[src/rtl/reg_dump_streamer.sv]
// reg_dump_streamer: snapshots x1..x31 and streams {idx, data} beats with optional zero-skip and checksum beat
module reg_dump_streamer #(
  parameter int DATA_W = 32,
  parameter int NUM_REGS = 32,
  parameter int EMIT_CHECKSUM = 1,
  localparam int IDX_W = $clog2(NUM_REGS)
) (
  input  logic                         i_clk,
  input  logic                         i_rst_n,
  input  logic                         i_start,
  input  logic                         i_skip_zero,
  input  logic [(NUM_REGS-1)*DATA_W-1:0] i_xregs,
  output logic                         o_valid,
  input  logic                         i_ready,
  output logic [DATA_W-1:0]            o_data,
  output logic [IDX_W-1:0]             o_idx,
  output logic                         o_is_sum,
  output logic                         o_last,
  output logic                         o_busy,
  output logic                         o_done
);
  typedef enum logic [2:0] {IDLE, SCAN, SEND, SUM, DONE} state_t;
  localparam logic [IDX_W-1:0] MAX = IDX_W'(NUM_REGS - 1);
  localparam state_t EXIT = (EMIT_CHECKSUM != 0) ? SUM : DONE;
  state_t state, nxt;
  logic [DATA_W-1:0] snap [NUM_REGS];
  logic [DATA_W-1:0] sum;
  logic [IDX_W-1:0] idx, last_idx;
  logic skip, at_max, skip_cur, acc_data;
  assign at_max = idx == MAX;
  assign skip_cur = skip && snap[idx] == '0;
  assign acc_data = state == SEND && i_ready;
  always_ff @(posedge i_clk) state <= !i_rst_n ? IDLE : nxt;
  always_ff @(posedge i_clk) begin
    if (!i_rst_n) begin
      for (int i = 0; i < NUM_REGS; i++) snap[i] <= '0;
      idx <= '0;
      sum <= '0;
      skip <= 1'b0;
    end else begin
      if (state == IDLE && i_start) begin
        snap[0] <= '0;
        for (int i = 1; i < NUM_REGS; i++) snap[i] <= i_xregs[(i-1)*DATA_W +: DATA_W];
        skip <= i_skip_zero;
        idx <= '0;
        sum <= '0;
      end
      if (state == SCAN && skip_cur && !at_max) idx <= idx + IDX_W'(1);
      if (acc_data) begin
        sum <= sum + snap[idx];
        if (!at_max) idx <= idx + IDX_W'(1);
      end
    end
  end
  always_comb begin
    nxt = state;
    case (state)
      IDLE: nxt = i_start ? SCAN : IDLE;
      SCAN: nxt = !skip_cur ? SEND : at_max ? EXIT : SCAN;
      SEND: nxt = !i_ready ? SEND : at_max ? EXIT : SCAN;
      SUM:  nxt = i_ready ? DONE : SUM;
      DONE: nxt = IDLE;
      default: nxt = IDLE;
    endcase
  end
  // highest index that will be emitted, used to flag the final beat when no checksum follows
  always_comb begin
    last_idx = '0;
    for (int i = 1; i < NUM_REGS; i++) if (snap[i] != '0) last_idx = IDX_W'(i);
    last_idx = skip ? last_idx : MAX;
  end
  always_comb begin
    o_valid = state == SEND || state == SUM;
    o_is_sum = state == SUM;
    o_data = state == SEND ? snap[idx] : state == SUM ? sum : '0;
    o_idx = state == SEND ? idx : '0;
    o_last = state == SUM || (state == SEND && EMIT_CHECKSUM == 0 && idx == last_idx);
    o_busy = state != IDLE;
    o_done = state == DONE;
  end
endmodule

[config.mk]
export PLATFORM = sky130hd
export DESIGN_NAME = reg_dump_streamer
export DESIGN_NICKNAME = d
export VERILOG_FILES = /design/src/rtl/reg_dump_streamer.sv
export SDC_FILE = /design/constraint.sdc
export NUM_CORES = 2
export LEC_CHECK = 0
export CELL_PAD_IN_SITES_DETAIL_PLACEMENT = 0
export CELL_PAD_IN_SITES_GLOBAL_PLACEMENT = 1
export CORE_AREA = 2 2 408 410
export DETAILED_ROUTE_END_ITERATION = 10
export DIE_AREA = 0 0 410 412
export DONT_BUFFER_PORTS = 1
export PLACE_DENSITY = 0.56
export SYNTH_ARGS = -nofsm -noshare
export SYNTH_HDL_FRONTEND = slang
export SYNTH_SLANG_ARGS = --single-unit
[constraint.sdc]
create_clock -name i_clk -period 74 [get_ports i_clk]
set_clock_uncertainty 0.15 [all_clocks]
set_input_delay 11.1 -clock i_clk [delete_from_list [all_inputs] [get_ports i_clk]]
set_output_delay 11.1 -clock i_clk [all_outputs]
set_load 0.005 [all_outputs]
After elaboration in Yosys (flattened, before gate mapping)
Memory sizes are Yosys's and may differ from the RTL's. A register that Yosys moved wholly into a read port is not among the register bits. Index checks and enable logic that the tools add are counted.

Flip-flop bits (word level): 41. Logic and storage cells: 107. Bits in writable memories: 1024. Memories: 1.

Reduce and logical (&&, ||, !) cells: 11. Mux-type cells: 52. Equality and inequality tests: 5. Add/sub/neg operators: 2. Bitwise gates (word level): 32.

Memories: snap (words 32, width 32, read ports 1, clocked after Yosys merged registers in 1, write ports 32, RTL line 26) `logic [DATA_W-1:0] snap [NUM_REGS];`.

Operators with widths (number): 2-to-1 mux 32 bit (36); adder 32 bit (1); logical NOT 32 bit (1); OR 1 bit (32); 2-to-1 mux 5 bit (6); one-hot mux 3 bit (4 select lines) (1); == test 3 x 2 -> 1 bit, second input constant (2); 2-to-1 mux 3 bit (2); adder 5 x 1 -> 5 bit, second input constant (1); == test 5 bit, second input constant (1); logical AND 1 bit (5); 2-to-1 mux 1 bit (5); 2-to-1 mux 2 bit (2); == test 3 x 1 -> 1 bit, second input constant (1); == test 3 bit, second input constant (1); logical NOT 3 bit (1); nonzero test 3 bit (1); nonzero test 2 bit (1); logical NOT 1 bit (1); logical OR 1 bit (1).

Logic depth before layout (Yosys ltp)
Depth in word-level cells: 8. Gate-level depth with buffers: 20.

Least setup slack after synthesis
OpenSTA, ideal clock, no wires.

Path kind: input to register. Start point: input i_start. End point: register sum[24]. Stages: 7. Setup slack: 38377 ps. Required time: 73690 ps. Arrival: 35313 ps. Cells stage by stage: nand2_1 or3_1 clkbuf_1 nand2_1 nor2_1 a21oi_1 o311ai_0.

Word-level cells in the longest chain between the ends: 2.

RTL lines: start, declared (RTL line 10) `input logic i_start,`; logical AND 1 bit (RTL line 41) `if (state == IDLE && i_start) begin`; nonzero test 2 bit (no source line); end signal, assigned (RTL line 50) `sum <= sum + snap[idx];`; end, declared (RTL line 27) `logic [DATA_W-1:0] sum;`.

No other way between the ends. A chain may end at the register's enable or synchronous reset.

==> metrics.md <==
| Metric | Value |
|---|---|
| Setup TNS after final layout | 0 ps |
| Data arrival time at the worst-slack endpoint | between 5000 and 6000 ps |
| Worst slew margin | between 15 and 20% |
| Core area | approximately 0.16 mm2 |
| Synth Flop Type | edfxtp_1 |
| Count of fill cells added during filler insertion | around 16000 |
| Initial cell density of the core | about 30% |
| Leakage | ~19 nW |
| Status | finished, final reports clean |
| Measured slew at the worst slew-check pin | 1230 ps |
| DRT antenna net count | 0 |
| Peak VDD IR | around 0.026 mV |
| Number of storage elements in the synthesis netlist | around 1000 |
| Remaining global-route overflow | 0 |
| Warnings, synthesis | 0 |
| Later-pin clock latency in the skew report | between 700 and 800 ps |
| Clock net sink count | between 1000 and 1500 |
| Clock tree from TritonCTS | yes |
| Die footprint | about 0.17 mm2 |
| Largest family of logic cells by synthesized area | simple AND/OR/NAND/NOR gates |
| Worst Setup Path Type | register to primary output |
| Max Clk Rate | between 0.06 and 0.07 GHz |
| Adder-cell share of the synthesized area | 0.901% |
| Post-synthesis instance total | 3311 |
| Netlist Area Pre-Place | roughly 0.048 mm2 |
| Drc violations | 0 |
| Pins over their slew limit | 0 |
| Gates resized, CTS repair | 0 |
| Sum of routed wire length over all layers | about 180000 um |
| Final core area utilization | 33.1% |
| H-tree Lvls | 3 |
| Count of unique library cells instantiated by Yosys | 72 |
| Pin count of the biggest net entering global routing | about 470 |
| Average wire per standard cell | roughly 33 um |
| Buffers inserted by post-CTS timing repair | 0 |
| Buffers on Ports | 0 |
| Final #Nets | 4291 |
| Min-delay worst type | register to register |
| Total power per unit cell area | 26.5 mW/mm2 |
| First-pass GRT wire length | approximately 240000 um |
| Multiplexer fraction of the synthesized cell area | approximately an eighth |
| Fraction of synthesis flops using an asynchronous set or reset pin | 0% |
| Number of buffers inserted during clock tree synthesis | around 120 |
| Half-perimeter wire length after placement | ~140000 um |
| Xor and xnor fraction of the mapped netlist area | less than 1% |
| Post-synthesis simple-gate area fraction | between 15 and 20% |
| Tcrit/Tclk final | between 20% and 30% |
| RSZ-0062 raised after global routing | false |
| TritonRoute pass-1 iters | 7 |
| Clock root buffer master | clkbuf_16 |
| Via density per instance | 5.11 |
| Min Clock Period, post-route | around 17000 ps |
| Via count of the first global-routing pass | 28600 |
| Post-Synthesis Net Count | 4342 |
| Die boundary height | just over 400 um |
| Total global-route track usage | about a fifth |
| Layout cell share with drive strength beyond 1 | between 10 and 15% |
| Post-synthesis sequential area ratio | between 60 and 70% |
| CP Data Required Time | 62750 ps |
| Number of enable-type register cells in the synthesized netlist | slightly below 1000 |
| Layout Area Growth over Synthesis | 13.1% |
| Synth Area in Compound Gates | under 10% |
| Maxcap violations | 0 |
| Number of buffers added to fix hold violations after cts | 0 |
| Fin Hold WS | 331 ps |
| Initial antenna violation count | 289 |
| Global placement routability congestion | between 0.8 and 0.9 |
| Iteration-0 DRC count of the detailed router | 2987 |
| Width of the die | about 410 um |
| Launching element type of the critical path | register |
| Final Hold Fails | 0 |
| Top-Level Pins | 1039 |
| Kind of end point of the critical path | primary output |
| Max Buffers Root-to-Sink | 3 |
| Max FO, Critical Path | between 90 and 100 |
| Std cell rows | 149 |
| Number of vias in the routed layout | ~29000 |
| Worst-path clk slew | 60 ps |
| Final setup violating endpoints | 0 |
| Mapped Avg Cell Area | between 10 and 15 um2 |
==> where the power goes <==
part	switching (mW)	internal [mW]	total [mW]
registers	0.0215	0.717	0.739
clock network	0.252	0.321	0.573
logic	0.0795	0.0503	0.130
total	0.353	1.09	1.44
==> cell usage after synthesis, drive strengths merged, types with 5 or more instances <==
library cell	number	area, um2
and2	1003	6270
edfxtp	992	29800
mux4	194	4380
clkbuf	165	619
mux2i	104	1040
nor2	96	360
nand2	74	278
a21oi	71	355
buf	66	424
o22ai	56	357
nand3	50	250
o21ai	42	210
dfxtp	41	821
ha	33	413
inv	31	116
a22oi	30	225
mux2	27	304
nor4	23	156
xnor2	15	131
nand2b	14	87.6
nor3	13	65.1
a211oi	12	90.1
a21o	11	82.6
a221o	11	110
a221oi	10	87.6
and3	8	50.1
or3	8	50.1
xor2	8	70.1
or4	7	56.3
a31oi	6	37.5
nand4	6	37.5
nor2b	6	37.5
o211ai	6	45.0
a22o	5	43.8
a32oi	5	43.8
nand3b	5	37.5
o21a	5	37.5
==> registers in the layout, summed over array words and instances (netlist names) <==
signal and count:
sum 32, state 3, skip 1, snap 992, idx 5
==> metrics by stage <==
step                instances  power (mW)  cell area (um2)  setup slack, ps
floorplan                3311       0.889            48000            38380
CTS                      5544        1.46            54100            57250
finish                   5612        1.44            54300            57410
global route             5577        1.49            54200            57000
detailed placement       5330       0.883            50400            58130
global placement         5327       0.881            50400            57500
==> critical path, cell delays in order, from the launching register on <==
cell,delay [ps]
dfxtp_4,660
buf_12,510
buf_4,870
mux2i_1,180
a32oi_1,430
nand3_1,160
nor4_1,950
mux2i_1,220
nor2_1,240
==> cell usage in the layout, fill, tap and decap left out, types with 12 or more instances in the layout <==
cell,count
dfxtp_1,36
xnor2_1,15
diode_2,68
ha_1,33
o21ai_0,42
o22ai_1,55
nor2_1,95
a21oi_1,71
clkbuf_16,117
clkinv_2,15
nand2_1,73
nand3_1,50
mux2_2,27
a22oi_1,30
nor3_1,12
inv_1,30
and2_1,1003
nor4_1,16
clkinv_1,31
edfxtp_1,992
mux4_2,191
buf_4,54
nand2b_1,13
clkbuf_1,26
mux2i_1,104
==> metal layers <==
layer / up-vias / routed length (um) / GRT usage [%]
met5: - / 580 / 0
met4: 94 / 5000 / 4.08
met3: 574 / 14400 / 5.84
met2: 1403 / 86900 / 34.6
met1: 14300 / 77000 / 28.0
li1: 12300 / - / -
==> layout make-up <==
| class | count | area [um2] | share of cell area [%] |
|---|---|---|---|
| Antenna cell | 68 | 170 | 0.313 |
| Sequential cell | 1033 | 30600 | 56.4 |
| Tap cell | 2189 | 2740 | 5.04 |
| Clock inverter | 70 | 708 | 1.30 |
| Clock buffer | 144 | 3040 | 5.60 |
| Inverter | 33 | 124 | 0.228 |
| Multi-Input combinational cell | 2014 | 16400 | 30.1 |
| Timing Repair Buffer | 61 | 546 | 1.00 |
==> kinds of logic after synthesis <==
logic type	Yosys count
adders and majority gates	34
and+or+nand+nor	1332
AOI/OAI and AO/OA	300
xor gates and xnor gates	23
DFF	1033
buffers and inverters	264
muxes	325
==> path summary, 6_finish.rpt <==
path / cells after the start / slack (ps) / end / from
max: 8 / 57410 / o_data[3] / idx[0]
min: 2 / 330 / sum[22] / sum[22]
max reg2reg: 17 / 67050 / sum[31] / idx[0]
min reg2reg: 2 / 330 / sum[22] / sum[22]
Note: power is estimated with default switching activity, not from simulation.
